<file path="config.mk">
export PLATFORM = sky130hd
export DESIGN_NAME = button_conditioner
export DESIGN_NICKNAME = d
export VERILOG_FILES = /design/src/rtl/button_conditioner.sv
export SDC_FILE = /design/constraint.sdc
export NUM_CORES = 1
export LEC_CHECK = 0
export BUFFER_PORTS_ARGS = -buffer_cell sky130_fd_sc_hd__buf_4
export CORE_MARGIN = 3
export CORE_UTILIZATION = 50
export CTS_CLUSTER_SIZE = 30
export DETAILED_ROUTE_END_ITERATION = 6
export GPL_TIMING_DRIVEN = 1
export PLACE_DENSITY = 0.69
export SLEW_MARGIN = 20
export SYNTH_ARGS = -nofsm -noshare
export SYNTH_HDL_FRONTEND = slang
export SYNTH_SLANG_ARGS = --single-unit
</file>
<file path="constraint.sdc">
create_clock -name clk -period 1.9 [get_ports clk]
set_input_delay 0.285 -clock clk [delete_from_list [all_inputs] [get_ports clk]]
set_output_delay 0.285 -clock clk [all_outputs]
set_load 0.01 [all_outputs]
</file>
<file path="src/rtl/button_conditioner.sv">
// Per-channel push-button conditioner with a synchronizer and a debounce FSM.
// Each channel emits a debounced level plus one-cycle press and release pulses.
module button_conditioner #(
  parameter int N_BTN           = 2,
  parameter int DEBOUNCE_CYCLES = 500000,
  parameter bit ACTIVE_LOW      = 1'b1
) (
  input  logic             clk,
  input  logic             rst,
  input  logic [N_BTN-1:0] btn_raw,
  output logic [N_BTN-1:0] btn_level,
  output logic [N_BTN-1:0] btn_press,
  output logic [N_BTN-1:0] btn_release
);

  localparam int CW = $clog2(DEBOUNCE_CYCLES);
  localparam logic [CW-1:0] CNT_MAX = CW'(DEBOUNCE_CYCLES - 1);
  localparam logic [N_BTN-1:0] IDLE_RAW = {N_BTN{ACTIVE_LOW}};

  typedef enum logic [1:0] {
    STABLE_LO,
    PEND_HI,
    STABLE_HI,
    PEND_LO
  } state_e;

  logic [N_BTN-1:0] sync1_q;
  logic [N_BTN-1:0] sync2_q;
  logic [N_BTN-1:0] p;

  // Reset parks the synchronizer at the released level so reset never
  // looks like a press or a release.
  always_ff @(posedge clk or posedge rst) begin
    if (rst) begin
      sync1_q <= IDLE_RAW;
      sync2_q <= IDLE_RAW;
    end else begin
      sync1_q <= btn_raw;
      sync2_q <= sync1_q;
    end
  end

  assign p = sync2_q ^ IDLE_RAW;

  for (genvar g = 0; g < N_BTN; g++) begin : g_ch
    state_e          state_q;
    state_e          state_d;
    logic [CW-1:0]   cnt_q;
    logic [CW-1:0]   cnt_d;
    logic            level_d;
    logic            press_d;
    logic            release_d;
    logic            level_q;
    logic            press_q;
    logic            release_q;

    always_ff @(posedge clk or posedge rst) begin
      if (rst) begin
        state_q <= STABLE_LO;
        cnt_q   <= '0;
      end else begin
        state_q <= state_d;
        cnt_q   <= cnt_d;
      end
    end

    always_comb begin
      state_d = state_q;
      cnt_d   = cnt_q;
      unique case (state_q)
        STABLE_LO: begin
          if (p[g]) begin
            state_d = PEND_HI;
            cnt_d   = '0;
          end
        end
        PEND_HI: begin
          if (!p[g]) begin
            state_d = STABLE_LO;
          end else if (cnt_q == CNT_MAX) begin
            state_d = STABLE_HI;
          end else begin
            cnt_d = cnt_q + 1'b1;
          end
        end
        STABLE_HI: begin
          if (!p[g]) begin
            state_d = PEND_LO;
            cnt_d   = '0;
          end
        end
        PEND_LO: begin
          if (p[g]) begin
            state_d = STABLE_HI;
          end else if (cnt_q == CNT_MAX) begin
            state_d = STABLE_LO;
          end else begin
            cnt_d = cnt_q + 1'b1;
          end
        end
        default: begin
          state_d = STABLE_LO;
          cnt_d   = '0;
        end
      endcase
    end

    // Decoded from the next state so the registered outputs track the
    // state register cycle for cycle.
    always_comb begin
      level_d   = (state_d == STABLE_HI) || (state_d == PEND_LO);
      press_d   = (state_q == PEND_HI) && (state_d == STABLE_HI);
      release_d = (state_q == PEND_LO) && (state_d == STABLE_LO);
    end

    always_ff @(posedge clk or posedge rst) begin
      if (rst) begin
        level_q   <= 1'b0;
        press_q   <= 1'b0;
        release_q <= 1'b0;
      end else begin
        level_q   <= level_d;
        press_q   <= press_d;
        release_q <= release_d;
      end
    end

    assign btn_level[g]   = level_q;
    assign btn_press[g]   = press_q;
    assign btn_release[g] = release_q;
  end

endmodule

</file>
==> results of run 1 <==
[cell usage in the layout (no fill, tap or decap), drive strengths merged, types with 6 or more instances in the layout]
cell / count
o2bb2ai: 6
nand3: 13
nor4: 10
buf: 37
dfrtp: 47
nor2: 10
nand4: 12
clkbuf: 7
and3: 8
o21ai: 10
mux2i: 10
nor3: 17
inv: 16
nand2: 30
a21oi: 10
[sequential cells by signal, summed over array words and instances, names as in the netlist]
name / count
g_ch.press_q: 2
g_ch.level_q: 2
g_ch.cnt_q: 38
sync1_q: 2
g_ch.state_q: 3
sync2_q: 2
g_ch.release_q: 2
[cell families (layout without fill, tap and decap cells)]
family | after synthesis | in the layout
and+or+nand+nor | 127 | 127
AOI/OAI and AO/OA | 68 | 68
DFF | 51 | 51
buffers and inverters | 36 | 62
muxes | 11 | 11
xor gates and xnor gates | 4 | 4
adders and majority gates | 2 | 2
[repair_timing]
action                     4_1_cts  5_1_grt
hold buffers                     1        0
setup endpoints to repair        0        3
hold endpoints to repair        15        0
resized for setup                0        5
[layout make-up]
| cell class | count | area, µm² | share of cell area (%) |
|---|---|---|---|
| Tap cell | 70 | 87.6 | 2.73 |
| Clock buffer | 7 | 76.3 | 2.38 |
| Clock inverter | 1 | 5.00 | 0.156 |
| Sequential cell | 51 | 1280 | 39.9 |
| Multi-Input combinational cell | 212 | 1400 | 43.6 |
| Inverter | 16 | 60.1 | 1.87 |
| Timing Repair Buffer | 38 | 300 | 9.36 |
[critical path: cells and delay by family (launching register included)]
family,cells,cell delay (ns)
mux,1,0.29
flops,1,0.37
buf+inv,1,0.15
compound gates,1,0.31
fa+ha+maj,1,0.23
simple gates,2,0.39
[per-layer routing]
layer | vias up | track usage (%) | share of wire [%]
met5 | - | 0 | 0
met4 | 0 | 4.73 | 0.93
met3 | 7 | 3.66 | 5.4
met2 | 72 | 31.0 | 43
met1 | 1173 | 32.8 | 51
li1 | 1175 | - | -
[worst max path at each step]
stage,from,to,slack [ns]
6_report,g_ch[1].cnt_q[0]$_DFFE_PP0P_,g_ch[1].cnt_q[0]$_DFFE_PP0P_,0.05
5_1_grt,g_ch[1].cnt_q[0]$_DFFE_PP0P_,g_ch[1].cnt_q[0]$_DFFE_PP0P_,-0.03
4_1_cts,g_ch[0].cnt_q[1]$_DFFE_PP0P_,g_ch[0].cnt_q[16]$_DFFE_PP0P_,0.02
3_5_place_dp,g_ch[0].cnt_q[1]$_DFFE_PP0P_,g_ch[0].cnt_q[16]$_DFFE_PP0P_,0.03
3_3_place_gp,g_ch[0].cnt_q[1]$_DFFE_PP0P_,g_ch[0].cnt_q[16]$_DFFE_PP0P_,0.10
2_1_floorplan,g_ch[0].cnt_q[0]$_DFFE_PP0P_,g_ch[0].cnt_q[16]$_DFFE_PP0P_,0.1
[stage by stage]
step	setup WS, ns	setup TNS [ns]	std cells	util, %
after detailed placement	0.0273	0	386	58.7
after global placement	0.104	0	386	58.7
after global routing	-0.0290	-0.0373	395	60.9
after CTS	0.0194	0	395	60.4
after floorplan	0.0994	0	299	-
final	0.0515	0	395	60.9
[report_power, final]
part	switching (mW)	internal (mW)	total, mW
logic	0.155	0.118	0.274
registers	0.0505	1.14	1.19
clock network	0.355	0.260	0.615
==> impl_metrics.yaml, run 1 <==
logic_synthesis:
  synth_edf_count: 0
  synth_top_family_by_area: "simple AND/OR/NAND/NOR gates"
  synth_cell_types: 57
  synth_top_area_share_pct: 41.7
  synthArstFlopShare_pct: 100
  synth.mux.area_fraction_pct: 3.95
  synth_warnings: 0
  synth.largest_area_cell: "dfrtp_1"
  synth_compound_area_share_pct: 17.8
  synthSimpleGateAreaFrac_pct: 24.9
  synthTopCellsByCount: "47 x dfrtp_1, 30 x nand2_1, 17 x nor3_1"
  synthAdderAreaFrac_pct: 0.888
  synthXorXnorAreaFrac_pct: 1.24
  syn-num-nets: 305
  yosysSeqAreaShare_pct: 45.5
  ys_ff_latch: 51
  synth.most_common_cell: "dfrtp_1"
  synthCells: 299
  synth_area_leaders: "dfrtp_1 42%, nand2_1 4.0%, dfstp_2 3.7%"
  ys.flop_type: "dfrtp_1"
  synth_area_um2: 2820
  avgSynthCellArea_um2: 9.43
die:
  pin_count: 10
  start_util_pct: 53.5
  die_area_um2: 6570
  fp-row-count: 26
  core-area_um2: 5270
  die_x_um: 81.1
  die_h_um: 81.1
finish:
  drive_above_1_share_pct: 19.4
  n_antenna_cell: 0
  synthToLayoutAreaGrowth_pct: 13.8
  final_area_um2: 3210
  fill_cells: 459
  fin_nets: 330
timing:
  hold_ws_ns: 0.0809
  tightestPinTransition_ns: 0.524
  skew_ns: 0.0132
  finalHoldViolCount: 0
  relSlewSlack_pct: 64.8
  setup_viol: 0
  fmax_ghz: 0.541
  post-route-min-period_ns: 1.85
  rsz0062_at_grt: "yes"
  slew_violations: 0
  period_share_pct: 97.3
drt:
  drt_pass1_iterations: 4
  antenna_left: 0
  vias: 2427
  via_per_inst: 6.14
  drt_iter0_markers: 240
  wirelength_mm: 6.43
  post_drt_wl_per_cell_um: 16.3
  drc_errors: 0
critical_path:
  r2r_slack_ns: 0.05
  worstSetupPathType: "reg -> reg"
  r2r_start: "g_ch[1].cnt_q[0]$_DFFE_PP0P_"
  slowest_delay_ns: 0.37
  endpoint_kind: "register"
  crit_path_start_kind: "register"
  worst_ep_arrival_time_ns: 2.05
  required_ns: 2.10
  crit_chain: "ha_2 > nand3_1 > nand4b_1 > o31ai_2 > inv_2 > mux2_2"
  critPathSlowestCell: "dfrtp_1"
  timing.rr.end: "g_ch[1].cnt_q[0]$_DFFE_PP0P_"
  crit_fanout: 7
  reg2reg_depth: 6
grt:
  grt-ovfl-total: 0
  grt_max_degree: 35
  antenna_found_initial: 0
  grtUsageTotal_pct: 21.3
  grt_first_pass_wirelength_mm: 11.1
  grt_pass1_vias: 2240
run_status:
  status: "complete, no violations"
clocking:
  post_cts_buffers: 0
  cts_tree: "done"
  root_buffer: "clkbuf_8"
  clock_sinks: 51
  htree_num_levels: 2
  clk_pin_slew_worst_paths_ns: 0.10
  cts_buffers: 5
  cts_buffer_depth: 2
  clock_latency_ns: 0.30
placement:
  port_buffers: 9
  place_congestion: 0.887
  post-dp-hpwl_mm: 4.48
  place_area_um2: 3090
power:
  total_power_mw: 2.08
  vdd_drop_max_mv: 0.406
  p_per_area_nw_per_um2: 647
  leakage_nw: 1.40
worst_hold_path:
  whs_endpoint: "sync1_q[0]$_DFF_PP1_"
  worstHoldPathType: "in -> reg"
  worstHoldPathCells: 1
  min-delay-start: "btn_raw[0]"
flow_run:
  drv_cap: 0
Power figures use the tool's default switching activity.
==> run 2: changes to the inputs <==
- BUFFER_PORTS_ARGS: -buffer_cell sky130_fd_sc_hd__buf_4 -> default
- DONT_BUFFER_PORTS: default -> 1
- PLACE_DENSITY: 0.69 -> 0.68
==> impl_metrics.yaml, run 2 (same netlist as run 1, synthesis figures left out) <==
run_status:
  status: "complete, no violations"
clocking:
  clock_latency_ns: 0.30
  cts_buffers: 5
  clk_pin_slew_worst_paths_ns: 0.09
  root_buffer: "clkbuf_8"
  cts_buffer_depth: 2
  cts_tree: "done"
  clock_sinks: 51
  htree_num_levels: 2
timing:
  tightestPinTransition_ns: 0.457
  skew_ns: 0.0102
  setup_viol: 0
  relSlewSlack_pct: 69.3
  fmax_ghz: 0.528
  period_share_pct: 99.7
  post-route-min-period_ns: 1.89
  slew_violations: 0
  finalHoldViolCount: 0
  setup_tns_ns: 0
  layout_setup_ws_ns: 0.00647
die:
  die_area_um2: 6570
  die_x_um: 81.1
  fp-row-count: 26
  pin_count: 10
  die_h_um: 81.1
  start_util_pct: 53.5
  core-area_um2: 5270
drt:
  wirelength_mm: 6.48
  vias: 2414
  drc_errors: 0
  post_drt_wl_per_cell_um: 16.5
  via_per_inst: 6.14
  antenna_left: 0
  drt_iter0_markers: 281
  drt_pass1_iterations: 5
critical_path:
  slowest_delay_ns: 0.61
  required_ns: 2.12
  worstSetupPathType: "reg -> reg"
  crit_chain: "nand4_1 > or4_4 > or3_1 > a21oi_1"
  path_buf_inv: 0
  crit_fanout: 7
  critPathSlowestCell: "or4_4"
  worst_ep_arrival_time_ns: 2.11
  reg2reg_depth: 4
  crit_path_start_kind: "register"
  path_depth: 4
  critPathTopFamily: "simple AND/OR/NAND/NOR gates"
  endpoint_kind: "register"
finish:
  top_register: "g_ch.cnt_q"
  layout_commonest_cell: "dfrtp_1"
  drive_above_1_share_pct: 19.2
  most-common-layout-cells: "46 x dfrtp_1, 31 x buf_4, 30 x nand2_1"
  largest_reg_flops: 38
  fin_nets: 328
  largestRegisters: "g_ch.cnt_q: 38 flops, g_ch.state_q: 3 flops"
  n_antenna_cell: 0
  synthToLayoutAreaGrowth_pct: 16.0
placement:
  port_buffers: 0
  dp_slack_ns: -0.00610
  place_congestion: 0.843
  post-dp-hpwl_mm: 4.50
power:
  p_per_area_nw_per_um2: 718
  leakage_nw: 1.40
  vdd_drop_max_mv: 0.559
grt:
  grt-ovfl-total: 0
  antenna_found_initial: 0
  grtUsageTotal_pct: 21.2
  grt_max_degree: 52
  grt_pass1_vias: 2197
  grt_first_pass_wirelength_mm: 10.8
worst_hold_path:
  worstHoldPathCells: 0
  worstHoldPathType: "reg -> reg"
flow_run:
  drv_cap: 0
==> run 2: timing repair <==
item,CTS,global route
setup buffers,0,2
endpoints found under the hold margin,49,0
endpoints found under the setup margin,1,8
hold buffers,3,0
pin swaps,0,3
gates resized for setup,1,7
==> run 2: final cells by class <==
| cell class | instances | area (µm²) |
|---|---|---|
| clock buffer | 6 | 72.6 |
| clock inverter | 2 | 60.1 |
| fill | 443 | 2000 |
| inverter | 16 | 60.1 |
| multi-input combinational | 212 | 1410 |
| sequential | 51 | 1280 |
| tap | 70 | 87.6 |
| timing repair buffer | 36 | 303 |
==> run 2: power breakdown <==
group          internal, mW  leakage, nW  switching, mW
sequential             1.14        0.686         0.0515
clock                 0.526       0.0654          0.349
combinational         0.123        0.648          0.159
==> run 2: stage by stage <==
stage	instances	power [mW]	instance area, µm²	util, %	hold WS (ns)
floorplan	299	1.37	2820	-	0.289
global placement	380	1.47	3060	58.1	0.243
detailed placement	380	1.48	3060	58.1	0.244
CTS	391	2.36	3220	61.2	0.363
global route	393	2.46	3270	62.1	0.369
finish	393	2.35	3270	62.1	0.361
==> run 2: worst reg2reg max path, cell delays in order, from the launching register on <==
cell	delay, ns
dfrtp_1	0.52
nand4_1	0.19
or4_4	0.61
or3_1	0.32
a21oi_1	0.17
==> run 2: path summary, 6_finish.rpt <==
kind	start	end	slack [ns]
min reg2reg	sync1_q[1]$_DFF_PP1_	sync2_q[1]$_DFF_PP1_	0.36
max in group asynchronous	rst	sync2_q[0]$_DFF_PP1_	1.12
max reg2reg	g_ch[0].cnt_q[7]$_DFFE_PP0P_	g_ch[0].cnt_q[14]$_DFFE_PP0P_	0.006
max	g_ch[0].cnt_q[7]$_DFFE_PP0P_	g_ch[0].cnt_q[14]$_DFFE_PP0P_	0.006
min in group asynchronous	rst	g_ch[0].cnt_q[18]$_DFFE_PP0P_	0.48
min	sync1_q[1]$_DFF_PP1_	sync2_q[1]$_DFF_PP1_	0.36
==> run 2: routing by layer <==
metal,wire length (µm),global-route usage [%]
met2,2670,29.5
met3,398,4.77
met1,3350,32.9
met4,68,5.24
met5,0,0
==> run 3: changes to the inputs <==
- CORE_ASPECT_RATIO: default -> 1.1
- PLACE_DENSITY: 0.68 -> default
- SLEW_MARGIN: 20 -> default
- clock period: 1.9 -> 1.8 ns (I/O delays scaled with it)
==> impl_metrics.yaml, run 3 (same netlist as run 1, synthesis figures left out) <==
die:
  core-area_um2: 5430
  fp-row-count: 28
  die_area_um2: 6580
  die_h_um: 84.8
  die_x_um: 77.6
  start_util_pct: 51.9
  pin_count: 10
clocking:
  clock_sinks: 51
  clock_latency_ns: 0.30
  htree_num_levels: 2
  clk_pin_slew_worst_paths_ns: 0.09
  cts_buffer_depth: 2
  root_buffer: "clkbuf_8"
  cts_tree: "done"
  cts_buffers: 5
finish:
  largest_reg_flops: 38
  most-common-layout-cells: "44 x dfrtp_1, 43 x buf_4, 30 x nand2_1"
  fin_cells: 410
  largestRegisters: "g_ch.cnt_q: 38 flops, g_ch.state_q: 3 flops"
  layout_commonest_cell: "dfrtp_1"
  drive_above_1_share_pct: 24.2
  fin_nets: 340
  synthToLayoutAreaGrowth_pct: 20.0
  n_antenna_cell: 0
  utilization_pct: 62.3
  top_register: "g_ch.cnt_q"
drt:
  drc_errors: 0
  drt_pass1_iterations: 4
  drt_iter0_markers: 151
  post_drt_wl_per_cell_um: 16.0
  antenna_left: 0
  vias: 2393
  via_per_inst: 5.84
  wirelength_mm: 6.56
grt:
  grt_max_degree: 33
  grt_first_pass_wirelength_mm: 11.1
  grt.busiest_layer: "met2"
  antenna_found_initial: 0
  grtUsageTotal_pct: 21.1
  grt.met3_usage_pct: 3.54
  use_met2_pct: 37.9
  grt_pass1_vias: 2349
  grt_use_met1_pct: 24.8
  grt-ovfl-total: 0
critical_path:
  worst_ep_arrival_time_ns: 1.92
  crit_path_start_kind: "register"
  required_ns: 1.99
  crit_fanout: 6
  worstSetupPathType: "reg -> reg"
  endpoint_kind: "register"
timing:
  period_share_pct: 96.3
  hold_ws_ns: 0.360
  slew_violations: 0
  finalHoldViolCount: 0
  fmax_ghz: 0.577
  post-route-min-period_ns: 1.73
  rsz0062_at_grt: "yes"
  relSlewSlack_pct: 68.2
  skew_ns: 0.00767
  tightestPinTransition_ns: 0.477
  layout_setup_ws_ns: 0.0660
  setup_viol: 0
power:
  leakage_nw: 1.46
  vdd_drop_max_mv: 0.525
  p_per_area_nw_per_um2: 715
placement:
  dp_slack_ns: -0.0215
  dp.cells: 395
  port_buffers: 0
  place_congestion: 0.817
  post-dp-hpwl_mm: 4.59
worst_hold_path:
  worstHoldPathType: "reg -> reg"
flow_run:
  drv_cap: 0
run_status:
  status: "complete, no violations"
==> run 3: what timing repair did <==
action                                 CTS  global route
hold buffers                             3             0
setup buffers                            0             4
resized for setup                        1            13
endpoints found under the hold margin   19             0
setup endpoints to repair                1            12
pin swaps                                0             6
==> run 3: worst paths after layout <==
kind,startpoint,endpoint,slack [ns],depth (start not counted)
setup / recovery,g_ch[1].cnt_q[1]$_DFFE_PP0P_,g_ch[1].cnt_q[0]$_DFFE_PP0P_,0.07,6
hold / removal,sync1_q[1]$_DFF_PP1_,sync2_q[1]$_DFF_PP1_,0.36,0
setup reg to reg,g_ch[1].cnt_q[1]$_DFFE_PP0P_,g_ch[1].cnt_q[0]$_DFFE_PP0P_,0.07,6
hold reg to reg,sync1_q[1]$_DFF_PP1_,sync2_q[1]$_DFF_PP1_,0.36,0
max in group asynchronous,rst,sync1_q[0]$_DFF_PP1_,0.76,3
min in group asynchronous,rst,g_ch[1].cnt_q[11]$_DFFE_PP0P_,0.45,2
==> run 3: final cells by class <==
class | instances | area (µm²)
flip-flops and latches | 51 | 1280
inverters | 16 | 60.1
clock buffers | 6 | 82.6
well taps | 75 | 93.8
multi-input cells | 212 | 1430
repair buffers | 48 | 393
fillers | 448 | 2050
clock inverters | 2 | 35.0
==> run 3: power by group <==
group / switching, mW / internal [mW]
Sequential: 0.0630 / 1.20
Combinational: 0.173 / 0.146
Clock: 0.384 / 0.450
Total: 0.620 / 1.80
==> run 3: critical path, cell delays in order, from the launching register on <==
cell and delay [ns]:
dfrtp_1 0.41, ha_4 0.18, nand3_2 0.09, nand4b_1 0.23, o31ai_2 0.30, inv_2 0.13
mux2_2 0.29
==> run 3: routing by layer <==
metal  routed length (µm)  part of all wire, %  vias to the layer above
li1                     -                    -                     1200
met1                 2830                   43                     1142
met2                 3460                   53                       42
met3                  176                  2.7                        9
met4                   97                  1.5                        0
met5                    0                    0                        -
==> run 3: through the flow <==
step                      area [µm²]  setup TNS (ns)  total power [mW]
after floorplan                 2820               0              1.45
after CTS                       3300               0              2.42
after detailed placement        3140         -0.0215              1.57
final                           3380               0              2.42
after global placement          3140               0              1.56
after global routing            3380         -0.0171              2.53
